<file path="src/rtl/fifo_stream_rdr_if.sv">
// fifo_stream_rdr_if: sync_fifo read port plus the framed valid/ready
// stream, seen from the reader (master) and its environment (slave).
interface fifo_stream_rdr_if #(
   parameter int DATA_WIDTH = 3,
   parameter int CNT_WIDTH  = 3
);
   logic                  en;
   logic                  fifo_empty;
   logic                  fifo_rd_en;
   logic [DATA_WIDTH-1:0] fifo_rd_data;
   logic                  m_valid;
   logic                  m_ready;
   logic [DATA_WIDTH-1:0] m_data;
   logic                  m_last;
   logic [CNT_WIDTH-1:0]  pkt_cnt;

   modport master (
      input  en,
      input  fifo_empty,
      input  fifo_rd_data,
      input  m_ready,
      output fifo_rd_en,
      output m_valid,
      output m_data,
      output m_last,
      output pkt_cnt
   );

   modport slave (
      output en,
      output fifo_empty,
      output fifo_rd_data,
      output m_ready,
      input  fifo_rd_en,
      input  m_valid,
      input  m_data,
      input  m_last,
      input  pkt_cnt
   );
endinterface

</file>
<file path="src/rtl/fifo_stream_rdr.sv">
// fifo_stream_rdr: reads sync_fifo, hides its 1-cycle read latency in a
// 2-entry buffer and frames the words into fixed-length packets.
module fifo_stream_rdr #(
   parameter int DATA_WIDTH = 3,
   parameter int PKT_LEN    = 4,
   parameter int CNT_WIDTH  = 3
) (
   input  logic              clk,
   input  logic              rst,
   fifo_stream_rdr_if.master io
);

   typedef enum logic [1:0] {
      BUF_EMPTY = 2'd0,
      BUF_ONE   = 2'd1,
      BUF_TWO   = 2'd2
   } buf_state_t;

   localparam logic [CNT_WIDTH-1:0] LAST_BEAT =
      CNT_WIDTH'(PKT_LEN - 1);

   buf_state_t            buf_q, buf_d;
   logic                  pend_q;
   logic [DATA_WIDTH-1:0] head_q, head_d;
   logic [DATA_WIDTH-1:0] tail_q, tail_d;
   logic [CNT_WIDTH-1:0]  beat_q, beat_d;
   logic [CNT_WIDTH-1:0]  pkt_q, pkt_d;
   logic                  last_q, last_d;
   logic                  valid;
   logic                  pop;
   logic                  rd_en;
   logic [2:0]            occ;

   assign valid = (buf_q != BUF_EMPTY);
   assign pop   = valid & io.m_ready;

   // Occupancy after this cycle, counting the read already in flight.
   assign occ = {1'b0, buf_q} + {2'b00, pend_q} - {2'b00, pop};

   assign rd_en = ~rst & io.en & ~io.fifo_empty & (occ < 3'd2);

   always_comb begin
      buf_d  = buf_q;
      head_d = head_q;
      tail_d = tail_q;
      unique case (buf_q)
         BUF_EMPTY: begin
            if (pend_q) begin
               buf_d  = BUF_ONE;
               head_d = io.fifo_rd_data;
            end
         end
         BUF_ONE: begin
            case ({pop, pend_q})
               2'b11: head_d = io.fifo_rd_data;
               2'b10: buf_d  = BUF_EMPTY;
               2'b01: begin
                  tail_d = io.fifo_rd_data;
                  buf_d  = BUF_TWO;
               end
               default: ;
            endcase
         end
         BUF_TWO: begin
            if (pop) begin
               head_d = tail_q;
               if (pend_q) begin
                  tail_d = io.fifo_rd_data;
               end else begin
                  buf_d = BUF_ONE;
               end
            end
         end
         default: buf_d = BUF_EMPTY;
      endcase
   end

   always_comb begin
      beat_d = beat_q;
      last_d = last_q;
      pkt_d  = pkt_q;
      if (pop) begin
         beat_d = (beat_q == LAST_BEAT) ? '0 : beat_q + 1'b1;
         last_d = (beat_d == LAST_BEAT);
         if (last_q) begin
            pkt_d = pkt_q + 1'b1;
         end
      end
   end

   always_ff @(posedge clk or posedge rst) begin
      if (rst) begin
         buf_q  <= BUF_EMPTY;
         pend_q <= 1'b0;
         head_q <= '0;
         tail_q <= '0;
         beat_q <= '0;
         last_q <= (LAST_BEAT == '0);
         pkt_q  <= '0;
      end else begin
         buf_q  <= buf_d;
         pend_q <= rd_en;
         head_q <= head_d;
         tail_q <= tail_d;
         beat_q <= beat_d;
         last_q <= last_d;
         pkt_q  <= pkt_d;
      end
   end

   assign io.fifo_rd_en = rd_en;
   assign io.m_valid    = valid;
   assign io.m_data     = head_q;
   assign io.m_last     = valid & last_q;
   assign io.pkt_cnt    = pkt_q;

   a_no_underflow: assert property (
      @(posedge clk) disable iff (rst)
      io.fifo_rd_en |-> !io.fifo_empty);

   a_no_overrun: assert property (
      @(posedge clk) disable iff (rst)
      (pend_q && buf_q == BUF_TWO) |-> pop);

   a_hold: assert property (
      @(posedge clk) disable iff (rst)
      (valid && !io.m_ready) |=>
      (valid && $stable(io.m_data) && $stable(io.m_last)));

endmodule

</file>
<file path="src/flat_wrapper.sv">
// flat-port wrapper written by rule: the top's interface ports become plain ports
module fifo_stream_rdr_flat 
#(
   parameter int DATA_WIDTH = 3,
   parameter int PKT_LEN    = 4,
   parameter int CNT_WIDTH  = 3
)
  (clk, rst, io_en, io_fifo_empty, io_fifo_rd_data, io_m_ready, io_fifo_rd_en, io_m_valid, io_m_data, io_m_last, io_pkt_cnt);
  fifo_stream_rdr_if #(.DATA_WIDTH(DATA_WIDTH), .CNT_WIDTH(CNT_WIDTH)) io_i ();
  input  logic clk;
  input  logic rst;
  input wire logic [$bits(io_i.en)-1:0] io_en;
  input wire logic [$bits(io_i.fifo_empty)-1:0] io_fifo_empty;
  input wire logic [$bits(io_i.fifo_rd_data)-1:0] io_fifo_rd_data;
  input wire logic [$bits(io_i.m_ready)-1:0] io_m_ready;
  output wire logic [$bits(io_i.fifo_rd_en)-1:0] io_fifo_rd_en;
  output wire logic [$bits(io_i.m_valid)-1:0] io_m_valid;
  output wire logic [$bits(io_i.m_data)-1:0] io_m_data;
  output wire logic [$bits(io_i.m_last)-1:0] io_m_last;
  output wire logic [$bits(io_i.pkt_cnt)-1:0] io_pkt_cnt;
  assign io_i.en = io_en;
  assign io_i.fifo_empty = io_fifo_empty;
  assign io_i.fifo_rd_data = io_fifo_rd_data;
  assign io_i.m_ready = io_m_ready;
  assign io_fifo_rd_en = io_i.fifo_rd_en;
  assign io_m_valid = io_i.m_valid;
  assign io_m_data = io_i.m_data;
  assign io_m_last = io_i.m_last;
  assign io_pkt_cnt = io_i.pkt_cnt;
  fifo_stream_rdr #(.DATA_WIDTH(DATA_WIDTH), .PKT_LEN(PKT_LEN), .CNT_WIDTH(CNT_WIDTH)) u_core (.clk(clk), .rst(rst), .io(io_i));
endmodule
</file>
<file path="config.mk">
export PLATFORM = sky130hd
export DESIGN_NAME = fifo_stream_rdr_flat
export DESIGN_NICKNAME = d
export VERILOG_FILES = /design/src/rtl/fifo_stream_rdr_if.sv /design/src/rtl/fifo_stream_rdr.sv /design/src/flat_wrapper.sv
export SDC_FILE = /design/constraint.sdc
export NUM_CORES = 1
export LEC_CHECK = 0
export ABC_AREA = 1
export ABC_CLOCK_PERIOD_IN_PS = 3100
export CAP_MARGIN = 20
export CORE_MARGIN = 1.5
export CORE_UTILIZATION = 52
export DETAILED_ROUTE_END_ITERATION = 8
export PLACE_DENSITY = 0.81
export SLEW_MARGIN = 20
export SYNTH_ARGS = -nofsm -noshare
export SYNTH_HDL_FRONTEND = slang
export SYNTH_SLANG_ARGS = --single-unit
</file>
<file path="constraint.sdc">
create_clock -name clk -period 3.1 [get_ports clk]
set_clock_uncertainty 0.05 [all_clocks]
set_input_delay 0.31 -clock clk [delete_from_list [all_inputs] [get_ports clk]]
set_output_delay 0.31 -clock clk [all_outputs]
set_load 0.02 [all_outputs]
</file>
==> impl_metrics.csv <==
group,metric,value,unit
run_status,status,"complete, no violations",
sta,finalCritPeriodShare,81.2,%
final_layout,final_area,0.00104,sq mm
grt,grt_pass1_vias,695,
logic_synthesis,ys_ff_latch,16,
hold_path,hold_class,"input pin to async pin",
logic_synthesis,synth_area_per_cell,8.10,sq um
power,vdd_ir_drop_max,354,uV
logic_synthesis,synth_top_cell_by_area,"dfrtp_1",
clock_tree,worst_skew_pair.late_latency,0.29,ns
route,drtAntennaViolNets,0,
sta,period_needed,2.52,ns
worst_setup_path,required,2.74,ns
logic_synthesis,synth.area.mux_share,0,%
final_layout,final_layout_size_suffix_gt1_share,10.7,%
logic_synthesis,synth_top_family_by_area,"simple AND/OR/NAND/NOR gates",
sta,worstMarginPinSlew,0.598,ns
placement,dp.cells,133,
placement,hpwl,1160,um
sta,finalSetupViolations,0,
worst_setup_path,r2r_cells,7,
worst_setup_path,criticalPathCategory,"register to output port",
logic_synthesis,synth_fa_ha_area_share,5.45,%
sta,hold_viol,0,
grt,grt_pass1_wl,2740,um
logic_synthesis,ys_seq_area_share,48.5,%
placement,place_area,0.00100,sq mm
sta,hold_slack,0.359,ns
sta,relSlewSlack,60.1,%
grt,grt_util_all_layers,20.6,%
logic_synthesis,synth_xor_area_share,2.12,%
logic_synthesis,synth_simple_gate_area_share,32.3,%
final_layout,instances_no_fill,137,
clock_tree,cts_tree,"done",
flow_run,drv_cap,0,
route,first_pass_iters,6,
clock_tree,clock_sinks,16,
logic_synthesis,synth-compound-area-share,5.76,%
die,die_x,42.9,um
worst_setup_path,cpMaxStageDelayCell,"fa_1",
clock_tree,path_clk_slew,0.10,ns
worst_setup_path,end_kind,"output port",
worst_setup_path,cp.depth,8,
worst_setup_path,worstPathArrival,2.16,ns
clock_tree,h-tree-depth,1,
logic_synthesis,synthCells,102,
grt,grt_start_max_net_pins,17,
logic_synthesis,synth_cell_types,19,
power,powerDensity,609,mW/mm^2
route,wire_per_inst,11.5,um
route,drc,0,
worst_setup_path,r2r_start,"u_core.buf_q[0]",
clock_tree,clk_path_buf_depth,2,
logic_synthesis,synth_area_leaders,"dfrtp_1 (48%), nand2_1 (17%), nand3_1 (4.8%), inv_1 (3.6%), ha_1 (3.0%)",
logic_synthesis,syn_nets,113,
clock_tree,clockRootBuffer,"clkbuf_4",
die,placementRows,14,
worst_setup_path,max_stage_delay,0.52,ns
logic_synthesis,ys_async_sr_fraction,100,%
logic_synthesis,syn_area,826,sq um
route,viasPerCell,5.12,
logic_synthesis,ys_warn_count,0,
die,core,0.00149,sq mm
placement,gp_congestion,0.769,
die,die_area,0.00184,sq mm
die,start_util,55.5,%
grt,antenna_found_initial,0,
sta,timing.setup.tns,0,ns
worst_setup_path,r2r_slack,1.35,ns
worst_setup_path,crit_buf_inv,2,
route,drt-total-wl,1580,um
final_layout,final_util,70.0,%
worst_setup_path,r2r-end,"u_core.pend_q",
worst_setup_path,cpLargestDelayFamily,"adder cells",
logic_synthesis,synth-edff-count,0,
placement,portBuffers,16,
die,io_pins,17,
worst_setup_path,crit_chain,"inv_1, nand2_2, nor2_4, o21ai_0, fa_1, nand3_1, nor2_1, dlymetal6s2s_1",
sta,rsz0062_at_grt,"false",
die,die_h,42.9,um
final_layout,nNetsFinal,133,
final_layout,syn2layout_area_growth,26.2,%
route,num_vias,701,
sta,fmax,0.397,GHz
sta,drv_slew,0,
logic_synthesis,synthFlopType,"dfrtp_1",
clock_tree,cts_buffers,3,
grt,grt_overflow,0,
logic_synthesis,netlist.area_leader.share,48.5,%
worst_setup_path,worstSetupStartpointType,"register",
route,drt_iter0_markers,40,
worst_setup_path,crit_fanout,5,
final_layout,antenna_cells,0,
power,total_leakage_power,0.000555,uW
==> timing repair <==
action | in CTS | in global routing
setup buffers | 0 | 0
resized for setup | 0 | 2
setup endpoints to repair | 0 | 1
hold buffers | 0 | 0
==> routing by layer <==
metal	vias up	track usage (%)	share of wire, %
met2	14	34.2	51
met1	322	23.2	44
met3	2	5.53	3.4
met4	0	12.5	1.3
met5	-	0	0
li1	363	-	-
==> cell type report <==
class	count	area [sq um]
inverters	12	45.0
well taps	16	20.0
repair buffers	16	163
multi-input cells	73	377
flip-flops and latches	16	402
fillers	108	447
clock buffers	4	36.3
==> per-stage QoR <==
step / power, uW / setup slack (ns)
3_5_place_dp: 499 / 0.207
4_1_cts: 640 / 0.131
2_1_floorplan: 418 / 1.03
5_1_grt: 680 / 0.389
6_report: 634 / 0.582
3_3_place_gp: 491 / 0.279
==> state kept, by name, indices dropped and copies added, names as in the netlist <==
register,cells
u_core.beat_q,3
u_core.io.m_data,3
u_core.io.pkt_cnt,3
u_core.tail_q,3
u_core.buf_q,2
u_core.last_q,1
u_core.pend_q,1
==> cell usage after synthesis, types with 3 or more instances <==
cell / count
nand2_1: 38
inv_1: 8
nor2_1: 4
o21ai_1: 4
o21ai_0: 3
dfrtp_1: 16
nand4_1: 3
nand3_1: 8
inv_2: 4
==> logic make-up after synthesis <==
group / count (synthesis)
simple gates: 59
flops: 16
buf+inv: 13
compound gates: 9
fa+ha+maj: 3
xor+xnor: 2
==> where the power goes <==
part | switching (uW) | internal [uW]
clock | 67.9 | 71.5
sequential | 37.9 | 259
combinational | 107 | 90.6
==> cell usage in the layout, fill, tap and decap left out, drive strengths merged <==
| cell type | instances |
|---|---|
| inv | 12 |
| o21ai | 7 |
| nor2 | 6 |
| nand3b | 2 |
| xor2 | 1 |
| fa | 1 |
| clkdlybuf4s50 | 15 |
| ha | 2 |
| clkbuf | 4 |
| dlymetal6s2s | 1 |
| nand3 | 8 |
| nand4 | 3 |
| nand2 | 40 |
| xnor2 | 1 |
| o211ai | 1 |
| dfrtp | 16 |
| a21oi | 1 |
==> worst max-delay path by stage <==
stage,start,endpoint
floorplan,u_core.buf_q[1],io_fifo_rd_en
global placement,io_m_ready,io_fifo_rd_en
detailed placement,io_m_ready,io_fifo_rd_en
CTS,u_core.buf_q[1],io_fifo_rd_en
global route,io_m_ready,io_fifo_rd_en
finish,u_core.buf_q[0],io_fifo_rd_en
Note: power is estimated with default switching activity, not from simulation.
